[src/rtl/seg_pkg.sv]
// rtl/seg_pkg.sv - segment patterns, dp bit index and scan state type
package seg_pkg;

    localparam logic [7:0] SEG_0   = 8'h3F;
    localparam logic [7:0] SEG_1   = 8'h06;
    localparam logic [7:0] SEG_2   = 8'h5B;
    localparam logic [7:0] SEG_3   = 8'h4F;
    localparam logic [7:0] SEG_4   = 8'h66;
    localparam logic [7:0] SEG_5   = 8'h6D;
    localparam logic [7:0] SEG_6   = 8'h7D;
    localparam logic [7:0] SEG_7   = 8'h07;
    localparam logic [7:0] SEG_8   = 8'h7F;
    localparam logic [7:0] SEG_9   = 8'h6F;
    localparam logic [7:0] SEG_A   = 8'h77;
    localparam logic [7:0] SEG_B   = 8'h7C;
    localparam logic [7:0] SEG_C   = 8'h39;
    localparam logic [7:0] SEG_D   = 8'h5E;
    localparam logic [7:0] SEG_E   = 8'h79;
    localparam logic [7:0] SEG_F   = 8'h71;
    localparam logic [7:0] SEG_OFF = 8'h00;
    localparam int         SEG_DP  = 7;

    typedef enum logic {
        BLANK = 1'b0,
        DRIVE = 1'b1
    } scan_state_t;

endpackage

[src/rtl/seg_scan_ctrl_if.sv]
// rtl/seg_scan_ctrl_if.sv - display payload valid/ready handshake
interface seg_scan_ctrl_if #(
    parameter int NUM_DIGITS = 4
);
    logic [4*NUM_DIGITS-1:0] din;
    logic [NUM_DIGITS-1:0]   dp_in;
    logic                    lz_en;
    logic                    din_valid;
    logic                    din_ready;

    modport master (
        output din, dp_in, lz_en, din_valid,
        input  din_ready
    );

    modport slave (
        input  din, dp_in, lz_en, din_valid,
        output din_ready
    );
endinterface

[src/rtl/seg_hex_decode.sv]
// rtl/seg_hex_decode.sv - hex nibble + dp + blank to active-high segment pattern
module seg_hex_decode (
    input  logic [3:0] nibble,
    input  logic       dp,
    input  logic       blank,
    output logic [7:0] seg
);
    import seg_pkg::*;

    always_comb begin
        seg = SEG_OFF;
        if (!blank) begin
            case (nibble)
                4'h0: seg = SEG_0;
                4'h1: seg = SEG_1;
                4'h2: seg = SEG_2;
                4'h3: seg = SEG_3;
                4'h4: seg = SEG_4;
                4'h5: seg = SEG_5;
                4'h6: seg = SEG_6;
                4'h7: seg = SEG_7;
                4'h8: seg = SEG_8;
                4'h9: seg = SEG_9;
                4'hA: seg = SEG_A;
                4'hB: seg = SEG_B;
                4'hC: seg = SEG_C;
                4'hD: seg = SEG_D;
                4'hE: seg = SEG_E;
                4'hF: seg = SEG_F;
                default: seg = SEG_OFF;
            endcase
        end
        // a blanked leading zero still shows its decimal point
        seg[SEG_DP] = dp;
    end
endmodule

[src/rtl/seg_scan_ctrl.sv]
// rtl/seg_scan_ctrl.sv - multiplexed 7-segment scan with frame-atomic payload update
module seg_scan_ctrl #(
    parameter int NUM_DIGITS   = 4,
    parameter int DWELL_CYCLES = 1000,
    parameter int BLANK_CYCLES = 16,
    parameter bit SEG_ACT_LOW  = 1'b0
) (
    input  logic                  clk,
    input  logic                  rst,
    seg_scan_ctrl_if.slave        in_if,
    output logic [7:0]            seg,
    output logic [NUM_DIGITS-1:0] dig_sel,
    output logic                  frame_done
);
    import seg_pkg::*;

    localparam int CNT_MAX = (DWELL_CYCLES > BLANK_CYCLES) ? DWELL_CYCLES : BLANK_CYCLES;
    localparam int CW      = (CNT_MAX > 1) ? $clog2(CNT_MAX) : 1;
    localparam int IW      = (NUM_DIGITS > 1) ? $clog2(NUM_DIGITS) : 1;
    localparam logic [CW-1:0] DWELL_LAST = CW'(DWELL_CYCLES - 1);
    localparam logic [CW-1:0] BLANK_LAST = CW'(BLANK_CYCLES - 1);
    localparam logic [IW-1:0] IDX_LAST   = IW'(NUM_DIGITS - 1);

    scan_state_t             state;
    logic [IW-1:0]           idx;
    logic [CW-1:0]           cnt;

    logic [4*NUM_DIGITS-1:0] shadow_din;
    logic [NUM_DIGITS-1:0]   shadow_dp;
    logic                    shadow_lz;
    logic [4*NUM_DIGITS-1:0] pend_din;
    logic [NUM_DIGITS-1:0]   pend_dp;
    logic                    pend_lz;
    logic                    pend_full;

    logic [7:0]              seg_q;
    logic [NUM_DIGITS-1:0]   dig_q;
    logic                    fd_q;

    logic [NUM_DIGITS-1:0]   lz_blank;
    logic                    zero_run;
    logic [7:0]              dec_seg;

    // digits stay blank from the top down while every nibble so far is zero
    always_comb begin
        lz_blank = '0;
        zero_run = shadow_lz;
        for (int k = NUM_DIGITS - 1; k >= 0; k--) begin
            zero_run    = zero_run && (shadow_din[4*k +: 4] == 4'h0);
            lz_blank[k] = zero_run && (k != 0);
        end
    end

    seg_hex_decode u_dec (
        .nibble (shadow_din[{idx, 2'b00} +: 4]),
        .dp     (shadow_dp[idx]),
        .blank  (lz_blank[idx]),
        .seg    (dec_seg)
    );

    always_ff @(posedge clk or negedge rst) begin
        if (!rst) begin
            state      <= BLANK;
            idx        <= '0;
            cnt        <= '0;
            shadow_din <= '0;
            shadow_dp  <= '0;
            shadow_lz  <= 1'b0;
            pend_din   <= '0;
            pend_dp    <= '0;
            pend_lz    <= 1'b0;
            pend_full  <= 1'b0;
            seg_q      <= SEG_OFF;
            dig_q      <= '0;
            fd_q       <= 1'b0;
        end else begin
            fd_q <= 1'b0;
            if (in_if.din_valid && !pend_full) begin
                pend_din  <= in_if.din;
                pend_dp   <= in_if.dp_in;
                pend_lz   <= in_if.lz_en;
                pend_full <= 1'b1;
            end
            case (state)
                BLANK: begin
                    if (cnt == BLANK_LAST) begin
                        state <= DRIVE;
                        cnt   <= '0;
                        dig_q <= NUM_DIGITS'(1) << idx;
                        seg_q <= dec_seg;
                    end else begin
                        cnt <= cnt + 1'b1;
                    end
                end
                DRIVE: begin
                    if (cnt == DWELL_LAST) begin
                        state <= BLANK;
                        cnt   <= '0;
                        dig_q <= '0;
                        seg_q <= SEG_OFF;
                        if (idx == IDX_LAST) begin
                            idx  <= '0;
                            fd_q <= 1'b1;
                            // transfers and swaps are exclusive: a transfer needs pend_full low
                            if (pend_full) begin
                                shadow_din <= pend_din;
                                shadow_dp  <= pend_dp;
                                shadow_lz  <= pend_lz;
                                pend_full  <= 1'b0;
                            end
                        end else begin
                            idx <= idx + 1'b1;
                        end
                    end else begin
                        cnt <= cnt + 1'b1;
                    end
                end
                default: state <= BLANK;
            endcase
        end
    end

    assign in_if.din_ready = ~pend_full;
    assign seg             = seg_q ^ {8{SEG_ACT_LOW}};
    assign dig_sel         = dig_q ^ {NUM_DIGITS{SEG_ACT_LOW}};
    assign frame_done      = fd_q;
endmodule

[src/flat_wrapper.sv]
// flat-port wrapper written by rule: the top's interface ports become plain ports
module seg_scan_ctrl_flat import seg_pkg::*;
#(
    parameter int NUM_DIGITS   = 4,
    parameter int DWELL_CYCLES = 1000,
    parameter int BLANK_CYCLES = 16,
    parameter bit SEG_ACT_LOW  = 1'b0
)
  (clk, rst, seg, dig_sel, frame_done, in_if_din, in_if_dp_in, in_if_lz_en, in_if_din_valid, in_if_din_ready);
  seg_scan_ctrl_if #(.NUM_DIGITS(NUM_DIGITS)) in_if_i ();
  input  logic clk;
  input  logic rst;
  output logic [7:0] seg;
  output logic [NUM_DIGITS-1:0] dig_sel;
  output logic frame_done;
  input wire logic [$bits(in_if_i.din)-1:0] in_if_din;
  input wire logic [$bits(in_if_i.dp_in)-1:0] in_if_dp_in;
  input wire logic [$bits(in_if_i.lz_en)-1:0] in_if_lz_en;
  input wire logic [$bits(in_if_i.din_valid)-1:0] in_if_din_valid;
  output wire logic [$bits(in_if_i.din_ready)-1:0] in_if_din_ready;
  assign in_if_i.din = in_if_din;
  assign in_if_i.dp_in = in_if_dp_in;
  assign in_if_i.lz_en = in_if_lz_en;
  assign in_if_i.din_valid = in_if_din_valid;
  assign in_if_din_ready = in_if_i.din_ready;
  seg_scan_ctrl #(.NUM_DIGITS(NUM_DIGITS), .DWELL_CYCLES(DWELL_CYCLES), .BLANK_CYCLES(BLANK_CYCLES), .SEG_ACT_LOW(SEG_ACT_LOW)) u_core (.clk(clk), .rst(rst), .in_if(in_if_i), .seg(seg), .dig_sel(dig_sel), .frame_done(frame_done));
endmodule
[config.mk]
export PLATFORM = sky130hd
export DESIGN_NAME = seg_scan_ctrl_flat
export DESIGN_NICKNAME = d
export VERILOG_FILES = /design/src/rtl/seg_pkg.sv /design/src/rtl/seg_scan_ctrl_if.sv /design/src/rtl/seg_hex_decode.sv /design/src/rtl/seg_scan_ctrl.sv /design/src/flat_wrapper.sv
export SDC_FILE = /design/constraint.sdc
export NUM_CORES = 1
export LEC_CHECK = 0
export CORE_MARGIN = 5
export CORE_UTILIZATION = 30
export DETAILED_ROUTE_END_ITERATION = 7
export PLACE_DENSITY = 0.53
export SLEW_MARGIN = 10
export SYNTH_ARGS = -nofsm -noshare
export SYNTH_HDL_FRONTEND = slang
export SYNTH_SLANG_ARGS = --single-unit
[constraint.sdc]
create_clock -name clk -period 2.2 [get_ports clk]
set_input_delay 0.55 -clock clk [delete_from_list [all_inputs] [get_ports clk]]
set_output_delay 0.55 -clock clk [all_outputs]
set_load 0.03 [all_outputs]
==> impl_metrics.yaml, run 1 <==
status:
  status: "finished, final reports clean"
place:
  gp_congestion: 0.739
  place_area_sq_um: 3860
  dp.cells: 415
  port_buffers: 37
  hpwlAfterDp_microns: 4660
  dp_slack_ns: 0.183
clocking:
  cts.sinks: 69
  postCtsSetupRepairBufs: 0
  cts-buffers-inserted: 9
  cts_tree: "built"
  ctsHoldBuffers: 0
  cts-root-buf: "clkbuf_8"
  cts.repair.resized: 0
  insertion_delay_ns: 0.34
  clock_path_buffers: 2
  clk_pin_slew_ns: 0.07
  h-tree-depth: 3
drt:
  wirelength_microns: 6200
  avgViaCountPerCell: 4.52
  remaining_drc_errors: 0
  post_drt_wl_per_cell_microns: 14.4
  vias: 1949
  antenna_left: 0
  dr.pass1.iters: 4
  drtIter0Drc: 38
critical_path:
  reg2reg_depth: 7
  cp_cell_sequence: "inv_1 -> clkdlybuf4s50_1"
  cp_slowest_cell: "clkdlybuf4s50_1"
  max_stage_delay_ns: 0.67
  cp_max_fo: 3
  arrival_ns: 1.52
  crit_path_start_kind: "register"
  critical_path_class: "reg -> out"
  critPathRequiredTime_ns: 1.65
  cp-end-kind: "output port"
global_route:
  overflow: 0
  antenna_found_initial: 0
  grt_first_pass_wirelength_microns: 10800
  grt_max_degree: 25
  grt_pass1_vias: 2124
  track_usage_pct: 10.6
floorplan:
  num_rows: 38
  dieArea_sq_um: 13200
  die-width_microns: 115
  initial_core_util_pct: 30.5
  core_sq_um: 10800
  die_h_microns: 115
  ios: 38
layout:
  fill_cells: 1059
  antenna_cells: 0
  fin_nets: 321
  final_cell_count_no_fill: 431
  final_layout_size_suffix_gt1_share_pct: 27.8
  area_delta_synth_final_pct: 23.2
  final_area_sq_um: 4060
  fin_util_pct: 37.6
hold_path:
  min_path_type: "in -> async"
synth:
  ys_warn_count: 0
  synth.net_count: 274
  yosysSeqAreaShare_pct: 52.4
  async_flop_share_pct: 100
  synthDistinctLibCells: 42
  syn_inst: 239
  synth-edff-count: 0
  synth_area_per_cell_sq_um: 13.8
  synthFlopType: "dfrtp_1"
  syn-cell-area_sq_um: 3290
  synth-seq-cells: 69
power_and_ir_drop:
  power.total_mw: 2.42
  vdd_drop_max_mv: 0.279
  pwr_density_cell_nw_per_um2: 595
  cellLeakagePower_nw: 1.76
sta:
  fin_crit_ns: 2.07
  tightestPinTransition_ns: 0.607
  final.setup.tns_ns: 0
  fmax_mhz: 483
  hold_slack_ns: 0.199
  finalCritPeriodShare_pct: 94.1
  layout_setup_ws_ns: 0.129
  worst_slew_margin_rel_pct: 59.5
  setup_viol: 0
  finalClockSkew_ns: 0.00586
  hold_viol_final: 0
  finalMaxSlewViolations: 0
  rsz0062_at_grt: "no"
flow_run:
  drv_cap: 0
-- routing by layer --
metal,up-vias,GRT usage [%],wire length [microns]
met2,37,15.9,2880
met5,-,0,0
met4,0,5.40,126
met1,951,14.1,2950
li1,949,-,-
met3,12,2.74,238
-- synthesized netlist by cell type (4+ instances only) --
library cell / n / share of area [%]
a21oi_1: 4 / 0.61
a22o_1: 8 / 2.1
a32o_1: 4 / 1.2
dfrtp_1: 69 / 52
ha_1: 11 / 4.2
inv_1: 9 / 1.0
mux2_2: 23 / 7.9
mux2_4: 20 / 9.1
mux4_2: 5 / 3.4
nand2_1: 8 / 0.91
nand3_1: 7 / 1.1
nor2_1: 16 / 1.8
nor3_1: 4 / 0.61
xnor2_1: 5 / 1.3
-- critical path, delay by kind of cell, from the launching register on --
| kind | cells | cell delay (ns) |
|---|---|---|
| buffers and inverters | 2 | 0.77 |
| flip-flops | 1 | 0.41 |
-- flip-flops by register name, summed over array words and instances, names as in the netlist --
name,flops
u_core.cnt,10
u_core.frame_done,1
u_core.state,1
u_core.pend_dp,4
u_core.dig_sel,4
u_core.idx,2
u_core.shadow_din,16
u_core.pend_din,16
u_core.pend_lz,1
u_core.shadow_lz,1
u_core.shadow_dp,4
u_core.seg,8
u_core.pend_full,1
-- final cells by class --
type	count	area (sq um)	area share [%]
Sequential cell	69	1730	42.5
Tap cell	140	175	4.32
Clock inverter	6	62.6	1.54
Clock buffer	10	138	3.39
Multi-Input combinational cell	151	1440	35.5
Timing Repair Buffer	46	483	11.9
Inverter	9	33.8	0.832
-- worst paths after layout --
| kind | endpoint | from | slack [ns] |
|---|---|---|---|
| max in group asynchronous | u_core.cnt[4] | rst | 1.47 |
| min reg2reg | u_core.cnt[0] | u_core.cnt[0] | 0.49 |
| max | in_if_din_ready | u_core.pend_full | 0.13 |
| max reg2reg | u_core.seg[0] | u_core.idx[0] | 0.16 |
| min | u_core.pend_din[14] | rst | 0.20 |
| min in group clk | u_core.cnt[0] | u_core.cnt[0] | 0.49 |
-- where the power goes --
group          total [mW]  switching [mW]  internal [mW]
registers            1.30          0.0110           1.29
clock network        1.03           0.477          0.549
logic              0.0905          0.0342         0.0563
total                2.42           0.522           1.89
-- cell families (layout without fill, tap and decap cells) --
logic type | Yosys count | in the layout | share of synthesized area (%)
buf+inv | 19 | 71 | 3.95
compound gates | 26 | 26 | 6.00
mux | 51 | 51 | 21.3
xor+xnor | 8 | 8 | 2.13
fa+ha+maj | 11 | 11 | 4.18
flops | 69 | 69 | 52.4
simple gates | 55 | 55 | 10.0
-- placed cells by master, fill, tap and decap left out, types with 4 or more instances in the layout --
cell and count:
dfrtp_1 69, clkdlybuf4s50_1 36, mux2_2 23, mux2_4 20
nor2_1 16, ha_1 11, clkbuf_8 10, inv_1 9
nand2_1 8, a22o_1 8, nand3_1 7, mux4_2 5
xnor2_1 5, buf_4 5, nor3_1 4, a21oi_1 4
a32o_1 4, buf_12 4
(Power assumes the default switching activity.)
==> inputs of run 2 (changes only) <==
- ABC_AREA: default -> 1
==> impl_metrics.yaml, run 2 <==
drt:
  antenna_left: 0
  post_drt_wl_per_cell_microns: 12.0
  dr.pass1.iters: 4
  remaining_drc_errors: 0
  drtIter0Drc: 88
  avgViaCountPerCell: 4.42
  vias: 2481
  wirelength_microns: 6750
place:
  dp_slack_ns: 0.301
  port_buffers: 37
  hpwlAfterDp_microns: 5010
  gp_congestion: 0.824
clocking:
  postCtsSetupRepairBufs: 0
  cts_tree: "built"
  ctsHoldBuffers: 0
  insertion_delay_ns: 0.34
  clock_path_buffers: 2
  cts.sinks: 69
  h-tree-depth: 3
  clk_pin_slew_ns: 0.07
  cts-root-buf: "clkbuf_8"
  cts.repair.resized: 0
  cts-buffers-inserted: 9
sta:
  finalCritPeriodShare_pct: 95.0
  finalMaxSlewViolations: 0
  hold_viol_final: 0
  worst_slew_margin_rel_pct: 58.0
  fmax_mhz: 479
  setup_viol: 0
  tightestPinTransition_ns: 0.630
  fin_crit_ns: 2.09
  final.setup.tns_ns: 0
  layout_setup_ws_ns: 0.111
  finalClockSkew_ns: 0.00704
  rsz0062_at_grt: "no"
global_route:
  overflow: 0
  antenna_found_initial: 0
  grt_pass1_vias: 2491
  grt_first_pass_wirelength_microns: 11600
  track_usage_pct: 11.1
  grt_max_degree: 26
flow_run:
  drv_cap: 0
layout:
  largest_registers: "u_core.pend_din x16, u_core.shadow_din x16, u_core.cnt x10"
  final_common_cell: "nand2_1"
  fin_nets: 451
  final_cell_mix: "nand2_1 (127), dfrtp_1 (69), nand3_1 (39)"
  final_layout_size_suffix_gt1_share_pct: 14.5
  antenna_cells: 0
  area_delta_synth_final_pct: 21.4
power_and_ir_drop:
  p_switching_mw: 0.505
  switching_share_pct: 22.8
  p_comb_share_pct: 3.3
  pwr_density_cell_nw_per_um2: 551
  p_clk_share_pct: 39.6
  cellLeakagePower_nw: 2.05
  intPower_mw: 1.72
  vdd_drop_max_mv: 0.254
  pwr-share-seq_pct: 57.1
synth:
  synth-seq-cells: 69
  synth.net_count: 406
  synth_most_common_cell: "nand2_1"
  post-synth-top-area-cell: "dfrtp_1"
  synthDistinctLibCells: 27
  ys_warn_count: 0
  syn_inst: 371
  ys_top_cells_by_count: "nand2_1 (127), dfrtp_1 (69), nand3_1 (39)"
  yosysSeqAreaShare_pct: 52.0
  yosys-top-cells-area: "dfrtp_1 (52%), nand2_1 (14%), mux2_2 (7.1%), nand3_1 (5.9%), ha_1 (4.1%)"
  synth_top_cell_area_share_pct: 52.0
  synth-edff-count: 0
  synthFlopType: "dfrtp_1"
  async_flop_share_pct: 100
  synth_area_per_cell_sq_um: 8.95
  syn-cell-area_sq_um: 3320
floorplan:
  ios: 38
  die_h_microns: 115
  num_rows: 38
  core_sq_um: 10800
  dieArea_sq_um: 13300
  die-width_microns: 115
  initial_core_util_pct: 30.6
critical_path:
  crit_family: "buffers and inverters"
  cp-end-kind: "output port"
  crit_path_start_kind: "register"
  r2r-start: "u_core.idx[0]"
  cp_cell_sequence: "inv_1 -> clkdlybuf4s50_1"
  critPathLaunch: "u_core.pend_full"
  path_buf_inv: 2
  arrival_ns: 1.54
  critPathRequiredTime_ns: 1.65
  critical_path_class: "reg -> out"
  reg2reg_slack_ns: 0.32
  crit_path_end: "in_if_din_ready"
  rr_endpoint: "u_core.seg[1]"
  cp.depth: 2
  cp_slowest_cell: "clkdlybuf4s50_1"
  cp_max_fo: 3
  reg2reg_depth: 12
  max_stage_delay_ns: 0.68
status:
  status: "finished, final reports clean"
hold_path:
  min_path_type: "in -> async"
## run 2: how the worst min path moves through the flow
stage | from | to | slack (ns)
after CTS | rst | u_core.pend_din[12] | 0.23
after global placement | u_core.shadow_dp[1] | u_core.shadow_dp[1] | 0.46
final | rst | u_core.pend_din[12] | 0.23
after floorplan | rst | u_core.cnt[0] | 0.25
after detailed placement | u_core.shadow_dp[1] | u_core.shadow_dp[1] | 0.46
after global routing | rst | u_core.pend_din[12] | 0.26
## run 2: cell type report
type	instances	area, sq um
Timing Repair Buffer	44	443
Fill cell	1118	6810
Inverter	26	97.6
Clock inverter	6	40.0
Clock buffer	10	128
Sequential cell	69	1730
Tap cell	140	175
Multi-Input combinational cell	266	1420
## run 2: cells by family (layout without fill, tap and decap cells)
group | count (synthesis) | count (layout) | share of synthesized area [%]
multiplexers | 21 | 21 | 7.12
AO/OA/AOI/OAI | 16 | 16 | 2.45
flip-flops | 69 | 69 | 52.0
buffers and inverters | 36 | 86 | 5.20
AND/OR/NAND/NOR | 215 | 215 | 28.3
adder cells (fa/ha/maj) | 11 | 11 | 4.14
XOR/XNOR | 3 | 3 | 0.791
## run 2: per-stage QoR
stage / area, sq um / power, mW / std cells / hold WS, ns / util [%]
finish: 4030 / 2.22 / 561 / 0.227 / 37.2
CTS: 4030 / 2.27 / 561 / 0.227 / 37.2
floorplan: 3320 / 1.29 / 371 / 0.254 / -
detailed placement: 3860 / 1.37 / 545 / 0.455 / 35.6
global placement: 3860 / 1.37 / 545 / 0.459 / 35.6
global route: 4030 / 2.33 / 561 / 0.263 / 37.2
## run 2: power by group through the flow
stage | combinational [mW] | clock (mW) | sequential [mW]
6_report | 0.0729 | 0.881 | 1.27
2_1_floorplan | 0.000420 | 0 | 1.29
4_1_cts | 0.0769 | 0.924 | 1.27
5_1_grt | 0.0839 | 0.974 | 1.27
3_5_place_dp | 0.0768 | 0 | 1.29
3_3_place_gp | 0.0762 | 0 | 1.29
## run 2: layer usage
metal | global-route usage (%) | vias to the layer above | share of wire, %
li1 | - | 1285 | -
met1 | 14.5 | 1158 | 48
met2 | 17.5 | 32 | 47
met3 | 3.84 | 6 | 4.0
met4 | 2.97 | 0 | 1.2
met5 | 0 | - | 0
